$ cat src/rtl/ps2_pkg.sv
// ps2_pkg: shared PS/2 link types, frame constants and parity helper
package ps2_pkg;
  typedef enum logic [2:0] {IDLE, INHIBIT, SEND, ACK, WAITIDLE} ps2_state_t;
  localparam int FRAME_BITS = 11;
  function automatic logic odd_parity(input logic [7:0] d);
    return ~^d;
  endfunction
endpackage

$ cat src/rtl/ps2_line_sync.sv
// ps2_line_sync: 2-FF synchronizer for ps2clk/ps2data with a one-cycle clock-fall strobe
module ps2_line_sync (
  input  logic clk,
  input  logic n_reset,
  input  logic line_clk,
  input  logic line_data,
  output logic sclk,
  output logic sdata,
  output logic fall
);
  logic [1:0] cm, dm;
  logic clk_d;
  always_ff @(posedge clk) begin
    if (!n_reset) begin
      cm <= 2'b11;
      dm <= 2'b11;
      clk_d <= 1'b1;
    end else begin
      cm <= {cm[0], line_clk};
      dm <= {dm[0], line_data};
      clk_d <= cm[1];
    end
  end
  assign sclk = cm[1];
  assign sdata = dm[1];
  assign fall = clk_d & ~cm[1];
endmodule

$ cat src/rtl/ps2_host_tx.sv
// ps2_host_tx: host-to-device PS/2 byte transmitter driving open-collector clk/data enables
module ps2_host_tx import ps2_pkg::*; #(
  parameter int clk_mhz = 25,
  parameter int inhibit_us = 100,
  parameter int timeout_us = 20000
) (
  input  logic       clk,
  input  logic       n_reset,
  input  logic [7:0] tx_data,
  input  logic       tx_strobe,
  output logic       tx_busy,
  output logic       tx_done,
  output logic       tx_error,
  output logic       rx_inhibit,
  input  logic       ps2clk_i,
  input  logic       ps2data_i,
  output logic       ps2clk_oe,
  output logic       ps2data_oe
);
  localparam int INH = clk_mhz * inhibit_us;
  localparam int WD = clk_mhz * timeout_us;
  localparam int IW = $clog2(INH + 1);
  localparam int WW = $clog2(WD + 1);
  logic sclk, sdata, fall;
  ps2_state_t state, state_n;
  logic [7:0] sh, sh_n;
  logic par, par_n;
  logic [3:0] n, n_n;
  logic [IW-1:0] inh, inh_n;
  logic [WW-1:0] wd, wd_n;
  logic busy_n, done_n, err_n, coe_n, doe_n;
  ps2_line_sync u_sync (
    .clk(clk),
    .n_reset(n_reset),
    .line_clk(ps2clk_i),
    .line_data(ps2data_i),
    .sclk(sclk),
    .sdata(sdata),
    .fall(fall)
  );
  always_ff @(posedge clk) begin
    if (!n_reset) begin
      state <= IDLE;
      sh <= '0;
      par <= 1'b0;
      n <= '0;
      inh <= '0;
      wd <= '0;
      tx_busy <= 1'b0;
      tx_done <= 1'b0;
      tx_error <= 1'b0;
      ps2clk_oe <= 1'b0;
      ps2data_oe <= 1'b0;
    end else begin
      state <= state_n;
      sh <= sh_n;
      par <= par_n;
      n <= n_n;
      inh <= inh_n;
      wd <= wd_n;
      tx_busy <= busy_n;
      tx_done <= done_n;
      tx_error <= err_n;
      ps2clk_oe <= coe_n;
      ps2data_oe <= doe_n;
    end
  end
  always_comb begin
    state_n = state;
    sh_n = sh;
    par_n = par;
    n_n = n;
    inh_n = (inh != '0) ? inh - 1'b1 : inh;
    wd_n = (wd != '0) ? wd - 1'b1 : wd;
    busy_n = tx_busy;
    done_n = 1'b0;
    err_n = 1'b0;
    coe_n = ps2clk_oe;
    doe_n = ps2data_oe;
    case (state)
      IDLE: if (tx_strobe) begin
        sh_n = tx_data;
        par_n = odd_parity(tx_data);
        busy_n = 1'b1;
        coe_n = 1'b1;
        inh_n = IW'(INH - 1);
        state_n = INHIBIT;
      end
      INHIBIT: begin
        if (inh <= IW'(1)) doe_n = 1'b1;
        if (inh == '0) begin
          coe_n = 1'b0;
          wd_n = WW'(WD - 1);
          n_n = '0;
          state_n = SEND;
        end
      end
      default: if (wd == '0) begin
        coe_n = 1'b0;
        doe_n = 1'b0;
        err_n = 1'b1;
        busy_n = 1'b0;
        state_n = IDLE;
      end else if (state == SEND) begin
        if (fall) begin
          n_n = n + 4'd1;
          doe_n = (n < 4'd8) ? ~sh[n[2:0]] : (n == 4'd8) ? ~par : 1'b0;
          if (n == 4'(FRAME_BITS - 2)) state_n = ACK;
        end
      end else if (state == ACK) begin
        if (fall) begin
          err_n = sdata;
          busy_n = ~sdata;
          state_n = sdata ? IDLE : WAITIDLE;
        end
      end else if (sclk && sdata) begin
        done_n = 1'b1;
        busy_n = 1'b0;
        state_n = IDLE;
      end
    endcase
  end
  assign rx_inhibit = tx_busy;
endmodule

$ cat config.mk
export PLATFORM = sky130hd
export DESIGN_NAME = ps2_host_tx
export DESIGN_NICKNAME = d
export VERILOG_FILES = /design/src/rtl/ps2_pkg.sv /design/src/rtl/ps2_line_sync.sv /design/src/rtl/ps2_host_tx.sv
export SDC_FILE = /design/constraint.sdc
export NUM_CORES = 1
export LEC_CHECK = 0
export CAP_MARGIN = 20
export CORE_AREA = 2 2 81 83
export CTS_BUF_LIST = sky130_fd_sc_hd__clkbuf_8
export DETAILED_ROUTE_END_ITERATION = 16
export DIE_AREA = 0 0 83 85
export MAX_ROUTING_LAYER = met4
export SYNTH_ARGS = -nofsm -noshare
export SYNTH_HDL_FRONTEND = slang
export SYNTH_SLANG_ARGS = --single-unit
$ cat constraint.sdc
create_clock -name clk -period 4.5 [get_ports clk]
set_input_delay 0.45 -clock clk [delete_from_list [all_inputs] [get_ports clk]]
set_output_delay 0.45 -clock clk [all_outputs]
set_load 0.02 [all_outputs]
* Word-level counts from Yosys, hierarchy flattened *
Cells that the tools add are included.

storage, ports and cells
  memories kept = 0
  memory bits (read-only) = 0
  output and inout bits = 6
  word-level logic and storage cells = 110
  bits of input ports = 13
  memory bits (writable) = 0
  latch bits = 0
  bits in registers = 57

operators by class
  shift operators = 0
  order comparisons = 3
  $add $sub $neg = 3
  $mul = 0
  divide/modulo/power cells = 0
  bitwise logic cells = 8
  equality and inequality tests = 14
  muxes and demuxes = 46
  reductions and logical operators = 22

operator list
  cell                                                                      count
  19-bit two-way mux                                                        3
  12-bit two-way mux                                                        3
  3-bit two-way mux                                                         10
  1-bit two-way mux                                                         20
  19-bit zero test                                                          1
  19-bit nonzero test                                                       1
  19-bit by 1-bit subtractor with 19-bit output (second input constant)     1
  4-bit two-way mux                                                         4
  12-bit by 1-bit <= comparator with 1-bit output (second input constant)   1
  12-bit zero test                                                          1
  12-bit nonzero test                                                       1
  12-bit by 1-bit subtractor with 12-bit output (second input constant)     1
  5-bit by 3-bit inequality test with 1-bit output (second input constant)  2
  5-bit AND reduction                                                       2
  3-bit nonzero test                                                        3
  4-bit == test (second input constant)                                     2
  4-bit one-hot mux with 2 select lines                                     1
  8-bit XNOR reduction                                                      1
  1-bit NOT                                                                 7
  3-bit by 2-bit == test with 1-bit output (second input constant)          2
  2-bit inequality test (second input constant)                             3
  1-bit one-hot mux with 2 select lines                                     3
  3-bit one-hot mux with 2 select lines                                     1
  6-bit AND reduction                                                       1
  20 further kinds                                                          21

* Depth between registers and ports, before layout *
  depth in word-level cells = 8
  gate-level depth with buffers = 8
  depth with buffers taken out = 7

* Hierarchy *
Synthesis repeated with hierarchy kept, for this count alone.

unflattened totals
  cell total of the unflattened synthesis = 341
  area, all modules = 3,017.9 um^2

modules (own cells, without submodules)
  module         instances  seq. area each (um^2)  area each (um^2)  cells an instance
  ps2_host_tx    1          1,041.0                2,880.3           330
  ps2_line_sync  1          100.1                  137.6             11

* Least setup slack after synthesis *
Ideal clock, no wire load.

  path kind = flip-flop to flip-flop
  start point = reg wd[0]
  end point = reg ps2data_oe
  library setup time = 116 ps
  arrival time = 1,597 ps
  setup slack = 2,787 ps
  buffers on the path = 0
  stages on the path, launching flop included = 8
  data required time = 4,384 ps
  period minus slack after synthesis = 1,713 ps
  cells stage by stage = dfxtp_1 inv_1 ha_1 nor4b_2 and4_1 nand2_1 nor2_1 and3b_1

on the way
  word-level cells in the longest chain between the ends = 3
  elaborated cells between the ends (all ways) = 6
  those cells by class = mux (2); reduce/logical (4)

RTL lines
  what                                                                          RTL line           text
  start: declaration                                                            ps2_host_tx.sv:30  logic [WW-1:0] wd, wd_n;
  start signal: assignment                                                      ps2_host_tx.sv:60  wd <= wd_n;
  19-bit zero test (*)                                                          ps2_host_tx.sv:98  default: if (wd == '0) begin
  1-bit two-way mux or 3-bit nonzero test (tied branches)                       n/a
  1-bit one-hot mux with 2 select lines or 4-bit AND reduction (tied branches)  n/a
  end signal: assignment                                                        ps2_host_tx.sv:65  ps2data_oe <= doe_n;
  end: declaration                                                              ps2_host_tx.sv:18  output logic ps2data_oe

Mark *: on every way between the ends. The rest lies on a longest branch, timed or not.
A chain may end at the register's enable or synchronous reset.

* Final worst setup path *
  start point = reg inh[7]
  end point = reg ps2clk_oe

on the way
  word-level cells in the longest chain between the ends = 3

RTL lines
  what                             RTL line           text
  start: declaration               ps2_host_tx.sv:29  logic [IW-1:0] inh, inh_n;
  start signal: assignment         ps2_host_tx.sv:59  inh <= inh_n;
  12-bit zero test                 ps2_host_tx.sv:91  if (inh == '0) begin
  2-bit inequality test (no line)  n/a
  3-bit AND reduction (no line)    n/a
  end signal: assignment           ps2_host_tx.sv:64  ps2clk_oe <= coe_n;
  end: declaration                 ps2_host_tx.sv:17  output logic ps2clk_oe,

No other way between the ends.

==> impl_results.md <==
* DP Area at 3070 um^2
* Data arrival, critical path at 2.58 ns
* Ant. Diodes at 0
* Router iterations before antenna repair at 4
* Clk slew on worst S/H paths at 0.06 ns
* Logic pwr share at 0.453
* Syn. warnings at 0
* HP Class: reg -> reg
* Synth Area in XOR/XNOR at 0.102
* Period minus WS final at 2.38 ns
* Cells after synthesis at 318
* Residual DRC at 0
* Largest family of logic cells by synthesized area: simple AND/OR/NAND/NOR gates
* Reg2Reg Depth at 5
* Final setup vio count at 0
* Largest net degree at the start of global routing at 30
* Vias/cell at 5.39
* RePlAce Congestion at 0.855
* Initial Util at 0.458
* Worst relative slew slack at 0.381
* Boundary Pins at 19
* Peak Freq at 421 MHz
* EDFF count, synth at 0
* Die W at 83 um
* Row count at 29
* R2R Path End: ps2clk_oe
* Sw power at 0.938 mW
* Unrepaired setup endpoints after global routing: false
* Worst skew pair latency at 0.33 ns
* Share of power burned in registers at 0.361
* Final wirelength at 5660 um
* Post-synthesis compound-gate area fraction at 0.114
* Adder-cell share of the synthesized area at 0.0352
* DP Wirelength at 3980 um
* Sequential-to-total area share from yosys stat at 0.402
* Share of cells above drive strength 1 at 0.0917
* Synth unique cells at 54
* Setup crit start kind: flip-flop
* Clock Root Buffer: clkbuf_8
* Setup Fix Bufs, Post-CTS at 0
* Final Core Density at 0.522
* Clock sink count at 57
* Htree depth at 3
* CTS Buffer Depth at 2
* Mean Syn Cell Area at 8.94 um^2
* Pint at 1.35 mW
* Total gr overflow at 0
* Worst slew pin tran at 0.927 ns
* Ys flop type: dfxtp_1
* Sw Ratio at 0.410
* FF+latch count, synth at 57
* Initial drt markers at 94
* Worst min-delay path endpoint: u_sync.dm[1]
* Drt wl/cell at 13.6 um
* Final std cells w/o fill at 415
* Fin Setup TNS at 0 ns
* Critical path class: reg -> reg
* GRT Total Usage at 0.182
* Initial antenna violation count at 0
* Cts hold-fix bufs at 0
* Share of the synthesized area in the top cell type at 0.402
* Post-synthesis simple-gate area fraction at 0.287
* CP Max Fanout at 14
* Area contributors post-synth: dfxtp_1 (40%), xor2_1 (5.9%), a21oi_1 (5.1%), nand2_1 (4.8%), nor2_1 (4.4%)
* CTS tree: done
* Synth async-reset ratio at 0
* Vias in the first global route at 2156
* CP endpoint kind: flip-flop
* First-pass GRT wire length at 10100 um
* CORE AREA at 6200 um^2
* Crit share post-route at 0.528
* HP Start: u_sync.dm[0]
* Final Hold Viols at 0
* Final Max Slew Viols at 0
* Critical Path RT at 4.71 ns
* Fin Clk Skew at 0.00716 ns
* Overall via count from detail_route at 2238
* Yosys top cell by area: dfxtp_1
* Clock power share at 0.186
* PD cells at 707 nW/um^2
* Synth Cell Area at 2840 um^2
* R2R Setup Slk at 2.12 ns
* Worst IR drop on VDD at 0.000394 V
* CTS Buf Count at 9
* Pleak at 1.21 nW
* Worst hold path depth at 1
* IO Port Bufs at 18
* Mux contribution to synthesized area at 0.0304
* Nets at 357
* Die Span Y at 85 um
* Syn Nets at 339
* Die area at 7060 um^2
* Outcome: complete, no violations
* R2r startpoint: inh[7]
* Max-cap check violation count at 0
* Layout area overhead at 14.0%
* Antenna viol nets, final at 0
* Final Cell Area at 3240 um^2
* Cts repair resizes at 0
* Placed Cells at 402
[state kept, by name, indices dropped and copies added, names as in the netlist]
register and count:
tx_error 1, inh 12, state 3, ps2data_oe 1, rx_inhibit 1, wd 19, n 4, tx_done 1
ps2clk_oe 1, par 1, u_sync.clk_d 1, u_sync.dm 2, u_sync.cm 2, sh 8
[power by group through the flow]
stage          Combinational (mW)  Clock (mW)  Sequential, mW
6_report                     1.04       0.425           0.827
5_1_grt                      1.17       0.451           0.852
4_1_cts                      1.05       0.434           0.826
3_5_place_dp                 1.04           0           0.838
3_3_place_gp                 1.03           0           0.833
2_1_floorplan               0.846           0           0.812
[metrics by stage]
step | hold slack [ns] | worst slack, ns | power [mW]
3_5_place_dp | 0.392 | 2.12 | 1.88
6_report | 0.405 | 2.12 | 2.29
2_1_floorplan | 0.386 | 2.79 | 1.66
5_1_grt | 0.429 | 1.86 | 2.47
4_1_cts | 0.406 | 2.12 | 2.31
3_3_place_gp | 0.390 | 2.06 | 1.87
[how the worst max path moves through the flow]
stage | start | end | slack [ns] | cells after the start
floorplan | wd[0] | ps2data_oe | 2.79 | 7
global placement | tx_strobe | sh[6] | 2.06 | 5
detailed placement | inh[7] | ps2clk_oe | 2.12 | 5
CTS | inh[7] | ps2clk_oe | 2.12 | 5
global route | inh[3] | ps2clk_oe | 1.86 | 5
finish | inh[7] | ps2clk_oe | 2.12 | 5
[cells by family (layout without fill, tap and decap cells)]
family,Yosys count,count (layout)
AOI/OAI and AO/OA,53,53
buffers and inverters,21,41
DFF,57,57
xor gates and xnor gates,33,33
and+or+nand+nor,140,140
adders and majority gates,8,8
muxes,6,6
[routing by layer]
metal / vias to the layer above / wire length, um / track usage
met1: 1037 / 2820 / 0.223
li1: 1155 / - / -
met3: 12 / 152 / 0.0360
met2: 34 / 2540 / 0.282
met5: - / 0 / -
met4: 0 / 153 / 0.106
[synth_stat cells (3+ instances only)]
master and n:
a21oi_1 29, xor2_1 19, buf_2 3, ha_1 8, o21ai_0 5, xnor2_1 14, nand2_1 36, nor3_1 9
nor4_4 4, nand2b_1 7, nand4b_1 6, nor2_1 33, and3_1 3, mux2i_1 3, inv_1 9, clkbuf_1 8
dfxtp_1 57, nand3_1 18, o211ai_1 3
[critical path: stages, from the launching register on]
cell and delay, ns:
dfxtp_1 0.35, nor4_4 0.41, and4b_1 0.28, nand4b_1 0.53, nand2_1 0.58, nor3_1 0.11
[layout by cell type (no fill, tap or decap), types with 9 or more instances in the layout]
| cell type | netlist | routed |
|---|---|---|
| a21oi_1 | 29 | 29 |
| nor3_1 | 9 | 9 |
| nand2_1 | 36 | 36 |
| clkbuf_8 | 0 | 12 |
| dfxtp_1 | 57 | 57 |
| clkdlybuf4s50_1 | 0 | 18 |
| inv_1 | 9 | 10 |
| xor2_1 | 19 | 19 |
| xnor2_1 | 14 | 14 |
| nand3_1 | 18 | 18 |
| nor2_1 | 33 | 33 |
[final cells by class]
cell class	instances	area, um^2
fill	578	2970
multi-input combinational	240	1610
sequential	57	1140
timing repair buffer	19	185
clock buffer	12	165
tap	77	96.3
inverter	9	33.8
clock inverter	1	3.75
No activity file was read; power rests on OpenSTA's default activity.
==> RTL edit 1 (same flow settings) <==
Set the parameter `timeout_us` to 10000 (it was 20000).
--- a/src/rtl/ps2_host_tx.sv
+++ b/src/rtl/ps2_host_tx.sv
@@ -3,5 +3,5 @@
   parameter int clk_mhz = 25,
   parameter int inhibit_us = 100,
-  parameter int timeout_us = 20000
+  parameter int timeout_us = 10000
 ) (
   input  logic       clk,
Formal check against the unedited RTL: no difference found for any inputs over 10 cycles, from zero or initial values and one cycle with n_reset low; that may be too few to reach the edited logic, so the function may still have changed.
==> RTL edit 1 against the original RTL <==
Routed wire length increased by 10%. Sequential cell count shrank 1. Synthesized area shrank 0.40%. Non-clock buffer count shrank 1. Worst setup slack worse by 0.14 ns. Critical path type unchanged. Hold slack better by 0.010 ns. Highest routed layer unchanged. Cell area shrank 4.2%. Critical endpoint is now wd[5]$_SDFF_PN0_. Total power fell by 20%. Clock skew fell by 0.0023 ns. Die area did not move. Final cell count up 2.2%.
==> RTL edit 1: results (changes against the original RTL) <==
| Metric | Value |
|---|---|
| Maximum cell stage delay along the critical path | `0.62 ns (was 0.58 ns)` |
| Worst flop-to-flop path endpoint | `wd[5]$_SDFF_PN0_ (was ps2clk_oe$_SDFFE_PN0P_)` |
| CTS buffer count | `5 (was 9)` |
| Share of cells above drive strength 1 | `0.04035 (was 0.09172)` |
| Worst vdd ir | `0.0003072 V (was 0.0003939 V)` |
| Total leakage power | `1.112 nW (was 1.210 nW)` |
| Origin of the critical flop-to-flop path | `inh[9]$_SDFF_PN0_ (was inh[7]$_SDFF_PN0_)` |
| Pre-CTS setup slack | `1.847 ns (was 2.124 ns)` |
| Internal reg-to-reg setup slack | `1.98 ns (was 2.12 ns)` |
| Number of vias after detailed routing | `2341 (was 2238)` |
| Net count of the mapped netlist | `363 (was 339)` |
| Result of the run | `completed (unchanged)` |
| Routed wire per std cell | `14.71 um (was 13.64 um)` |
| Commonest cells in the synthesized netlist | `sky130_fd_sc_hd__dfxtp_1, sky130_fd_sc_hd__nand2_1, sky130_fd_sc_hd__a21oi_1 (was sky130_fd_sc_hd__dfxtp_1, sky130_fd_sc_hd__nand2_1, sky130_fd_sc_hd__nor2_1)` |
| Post-layout nets | `370 (was 357)` |
| Most area-consuming cells after synthesis | `sky130_fd_sc_hd__dfxtp_1, sky130_fd_sc_hd__a21oi_1, sky130_fd_sc_hd__xnor2_1, sky130_fd_sc_hd__nand2_1, sky130_fd_sc_hd__nor2_1 (was sky130_fd_sc_hd__dfxtp_1, sky130_fd_sc_hd__xor2_1, sky130_fd_sc_hd__a21oi_1, sky130_fd_sc_hd__nand2_1, sky130_fd_sc_hd__nor2_1)` |
| Total global routing track utilization | `0.1920 (was 0.1825)` |
| Switching power summed over all nets | `768.2 uW (was 938.0 uW)` |
| Clock latency on the worst-skew pair | `0.31 ns (was 0.33 ns)` |
| CP max FO | `12 (was 14)` |
| Post-detail-place hpwl | `4.473 mm (was 3.982 mm)` |
| Fraction of the yosys area taken by sequential cells | `0.3961 (was 0.4016)` |
| Post-DP Area | `3033 um^2 (was 3070 um^2)` |
| CTS H-tree depth | `2 (was 3)` |
| Clock-pin transition on the worst setup and hold timing paths | `0.09 ns (was 0.06 ns)` |
| Starting DRT DRC Count | `128 (was 94)` |
| Clock Skews | `0.004828 ns (was 0.007157 ns)` |
==> RTL edit 1: final cells by class <==
class,count,area [um^2]
fill,610,3103
multi-input combinational,256,1590
sequential,56,1121
timing repair buffer,18,180.2
tap,77,96.34
clock buffer,5,68.82
inverter,12,45.04
==> RTL edit 1: cells by family after synthesis <==
logic type,count (synthesis),share of synthesized area
AO/OA/AOI/OAI,68,0.1455
buffers and inverters,30,0.04200
XOR/XNOR,32,0.09903
flip-flops,56,0.3961
adder cells (fa/ha/maj),8,0.03537
AND/OR/NAND/NOR,144,0.2586
multiplexers,4,0.02343
==> RTL edit 1: metrics by stage <==
step	hold WS, ns	std cells
final	0.4156	424
after global routing	0.4351	424
after CTS	0.4141	424
after detailed placement	0.3909	419
after global placement	0.3933	419
after floorplan	0.3863	342
==> RTL edit 1: critical path, delay by kind of cell, from the launching register on <==
family,cells,cell delay [ns]
flops,1,0.36
simple gates,5,2.04
==> RTL edit 1: worst min-delay path by stage <==
stage | start | endpoint | slack (ns) | cells past startpoint
CTS | u_sync.cm[0]$_SDFF_PN1_ | u_sync.cm[1]$_SDFF_PN1_ | 0.41 | 1
floorplan | u_sync.cm[0]$_SDFF_PN1_ | u_sync.cm[1]$_SDFF_PN1_ | 0.39 | 1
global placement | u_sync.cm[0]$_SDFF_PN1_ | u_sync.cm[1]$_SDFF_PN1_ | 0.39 | 1
global route | u_sync.dm[0]$_SDFF_PN1_ | u_sync.dm[1]$_SDFF_PN1_ | 0.44 | 1
finish | u_sync.cm[0]$_SDFF_PN1_ | u_sync.cm[1]$_SDFF_PN1_ | 0.42 | 1
detailed placement | u_sync.cm[0]$_SDFF_PN1_ | u_sync.cm[1]$_SDFF_PN1_ | 0.39 | 1
==> RTL edit 1: power by group through the flow <==
| stage | Sequential (mW) | Clock (mW) | Combinational (mW) |
|---|---|---|---|
| 5_1_grt | 0.738 | 0.284 | 0.968 |
| 2_1_floorplan | 0.706 | 0 | 0.702 |
| 4_1_cts | 0.718 | 0.264 | 0.862 |
| 3_5_place_dp | 0.729 | 0 | 0.857 |
| 6_report | 0.719 | 0.257 | 0.857 |
| 3_3_place_gp | 0.726 | 0 | 0.856 |
==> RTL edit 1: routing by layer <==
metal / track usage / vias to the layer above / wire, um
met5: - / - / 0
met1: 0.2388 / 1110 / 3074
li1: - / 1206 / -
met4: 0.04620 / 0 / 63
met2: 0.3270 / 19 / 2993
met3: 0.03307 / 6 / 106
==> RTL edit 2 (config.mk and constraints unchanged) <==
Without the edit above. Put one more register stage on the output `tx_done`, cleared by the reset. The value now appears one clock later. The other outputs are not delayed to match.
--- a/src/rtl/ps2_host_tx.sv
+++ b/src/rtl/ps2_host_tx.sv
@@ -22,4 +22,6 @@
   localparam int IW = $clog2(INH + 1);
   localparam int WW = $clog2(WD + 1);
+
+  logic tx_done_s0;
   logic sclk, sdata, fall;
   ps2_state_t state, state_n;
@@ -48,5 +50,5 @@
       wd <= '0;
       tx_busy <= 1'b0;
-      tx_done <= 1'b0;
+      tx_done_s0 <= 1'b0;
       tx_error <= 1'b0;
       ps2clk_oe <= 1'b0;
@@ -60,5 +62,5 @@
       wd <= wd_n;
       tx_busy <= busy_n;
-      tx_done <= done_n;
+      tx_done_s0 <= done_n;
       tx_error <= err_n;
       ps2clk_oe <= coe_n;
@@ -122,4 +124,12 @@
   end
   assign rx_inhibit = tx_busy;
+  always_ff @(posedge clk) begin
+    if (!n_reset) begin
+      tx_done <= '0;
+    end else begin
+      tx_done <= tx_done_s0;
+    end
+  end
+
 endmodule
 
Behaviour: same outputs for any inputs over 10 cycles, from zero or initial values and one cycle with n_reset low; that may be too few to reach the edited logic, so the function may still have changed.
==> RTL edit 2 against the original RTL <==
Total power rose by 19%. Routed wire length rose by 14%. First-iteration DRC count rose by 21%. Via count rose by 7.2%. Worst setup slack got worse by 0.0090 ns. Synthesized area rose by 1.8%. Cell area rose by 3.8%. Die area did not move. Sequential cell count rose by 1. Critical path type unchanged.
==> RTL edit 2: results (changes against the original RTL) <==
| Metric | Value |
|---|---|
| Result of the run | `completed (unchanged)` |
| Fill cell total of the finished layout | `585 (was 578)` |
| Pin count of the biggest net entering global routing | `29 (was 30)` |
| Clock Skews | `0.008742 ns (was 0.007157 ns)` |
| Most area-consuming cells after synthesis | `sky130_fd_sc_hd__dfxtp_1, sky130_fd_sc_hd__a21oi_1, sky130_fd_sc_hd__xnor2_1, sky130_fd_sc_hd__nor2_1, sky130_fd_sc_hd__nand2_1 (was sky130_fd_sc_hd__dfxtp_1, sky130_fd_sc_hd__xor2_1, sky130_fd_sc_hd__a21oi_1, sky130_fd_sc_hd__nand2_1, sky130_fd_sc_hd__nor2_1)` |
| Total global routing track utilization | `0.2042 (was 0.1825)` |
| Weighted congestion at the end of routability-driven global placement | `0.7895 (was 0.8553)` |
| Fraction of the yosys area taken by sequential cells | `0.4014 (was 0.4016)` |
| Worst flop-to-flop path endpoint | `rx_inhibit$_SDFFE_PN0P_ (was ps2clk_oe$_SDFFE_PN0P_)` |
| Net count of the mapped netlist | `354 (was 339)` |
| Tightest slew margin relative to the limit | `0.4569 (was 0.3812)` |
| CP max FO | `18 (was 14)` |
| Via count of the first global-routing pass | `2372 (was 2156)` |
| Total leakage power | `1.236 nW (was 1.210 nW)` |
| Placed insts | `415 (was 402)` |
| Worst Reg2Reg Path Length in Cells | `7 (was 5)` |
| Commonest cells in the synthesized netlist | `sky130_fd_sc_hd__dfxtp_1, sky130_fd_sc_hd__a21oi_1, sky130_fd_sc_hd__nor2_1 (was sky130_fd_sc_hd__dfxtp_1, sky130_fd_sc_hd__nand2_1, sky130_fd_sc_hd__nor2_1)` |
| Vias per inst | `5.568 (was 5.393)` |
| Worst vdd ir | `0.0003721 V (was 0.0003939 V)` |
| Global-route wire length before repair | `11.23 mm (was 10.05 mm)` |
| Count of placed standard cells in the final layout, fillers left out | `431 (was 415)` |
| Number of library cell types mapped by synthesis | `55 (was 54)` |
| Count of mapped cells out of synthesis | `333 (was 318)` |
| Post-detail-place hpwl | `4.457 mm (was 3.982 mm)` |
| Share of cells above drive strength 1 | `0.09322 (was 0.09172)` |
| Starting DRT DRC Count | `114 (was 94)` |
| Cell at the slowest stage of the critical path | `sky130_fd_sc_hd__or2_1 (was sky130_fd_sc_hd__nand2_1)` |
| Arrival time of the worst setup path | `2.59 ns (was 2.58 ns)` |
| Maximum cell stage delay along the critical path | `0.54 ns (was 0.58 ns)` |
| Origin of the critical flop-to-flop path | `wd[0]$_SDFF_PN0_ (was inh[7]$_SDFF_PN0_)` |
| Total wire length after detailed routing | `6.435 mm (was 5.662 mm)` |
| Post-layout nets | `370 (was 357)` |
## RTL edit 2: cell count changes after synthesis, sizes merged, moves of 3 or more
cell	change
nand2	-6
o211ai	+4
a21oi	+4
o21ai	+5
a31oi	+3
xnor2	+4
or3	+4
nand3	-3
nand4	+3
xor2	-7
nand4b	-5
## RTL edit 2: area by class of cell
| type | instances | area share |
|---|---|---|
| Multi-Input combinational cell | 251 | 0.4855 |
| Sequential cell | 58 | 0.3452 |
| Timing Repair Buffer | 18 | 0.05357 |
| Clock buffer | 11 | 0.04501 |
| Clock inverter | 5 | 0.02976 |
| Tap cell | 77 | 0.02865 |
| Inverter | 11 | 0.01228 |
## RTL edit 2: power by group
| group | leakage, nW | switching [mW] | internal, mW | total [mW] |
|---|---|---|---|---|
| logic | 0.631 | 0.711 | 0.532 | 1.24 |
| registers | 0.476 | 0.197 | 0.680 | 0.877 |
| clock network | 0.129 | 0.205 | 0.396 | 0.602 |
## RTL edit 2: cell families (layout without fill, tap and decap cells)
family / Yosys count / count (layout) / synth area share
fa+ha+maj: 8 / 8 / 0.03460
flops: 58 / 58 / 0.4014
xor+xnor: 30 / 30 / 0.09083
simple gates: 140 / 140 / 0.2721
mux: 5 / 5 / 0.02682
compound gates: 68 / 68 / 0.1401
buf+inv: 24 / 45 / 0.03417
## RTL edit 2: worst max path at each step
stage | start | end | slack, ns | cells after the start
2_1_floorplan | wd[0]$_SDFF_PN0_ | wd[18]$_SDFF_PN0_ | 2.58 | 7
3_3_place_gp | wd[0]$_SDFF_PN0_ | rx_inhibit$_SDFFE_PN0P_ | 2.13 | 7
3_5_place_dp | wd[0]$_SDFF_PN0_ | rx_inhibit$_SDFFE_PN0P_ | 2.14 | 7
4_1_cts | wd[0]$_SDFF_PN0_ | rx_inhibit$_SDFFE_PN0P_ | 2.11 | 7
5_1_grt | wd[0]$_SDFF_PN0_ | state[1]$_SDFFE_PN0P_ | 1.90 | 7
6_report | wd[0]$_SDFF_PN0_ | rx_inhibit$_SDFFE_PN0P_ | 2.12 | 7
## RTL edit 2: layer usage
layer / track usage / share of wire
met1: 0.2551 / 0.47
met2: 0.3299 / 0.48
met3: 0.03307 / 0.035
met4: 0.08495 / 0.011
met5: - / 0
## RTL edit 2: per-stage QoR
| step | instance area [um^2] | util | hold slack (ns) |
|---|---|---|---|
| floorplan | 2893 | - | 0.3863 |
| global placement | 3112 | 0.5015 | 0.3894 |
| detailed placement | 3112 | 0.5015 | 0.4042 |
| CTS | 3363 | 0.5420 | 0.4147 |
| global route | 3363 | 0.5420 | 0.4385 |
| finish | 3363 | 0.5420 | 0.4110 |
## RTL edit 2: worst register-to-register path, delay by kind of cell (launching register included)
kind	cells	cell delay (ns)
compound gates	2	0.32
fa+ha+maj	1	0.17
buf+inv	1	0.12
flops	1	0.35
simple gates	3	1.31
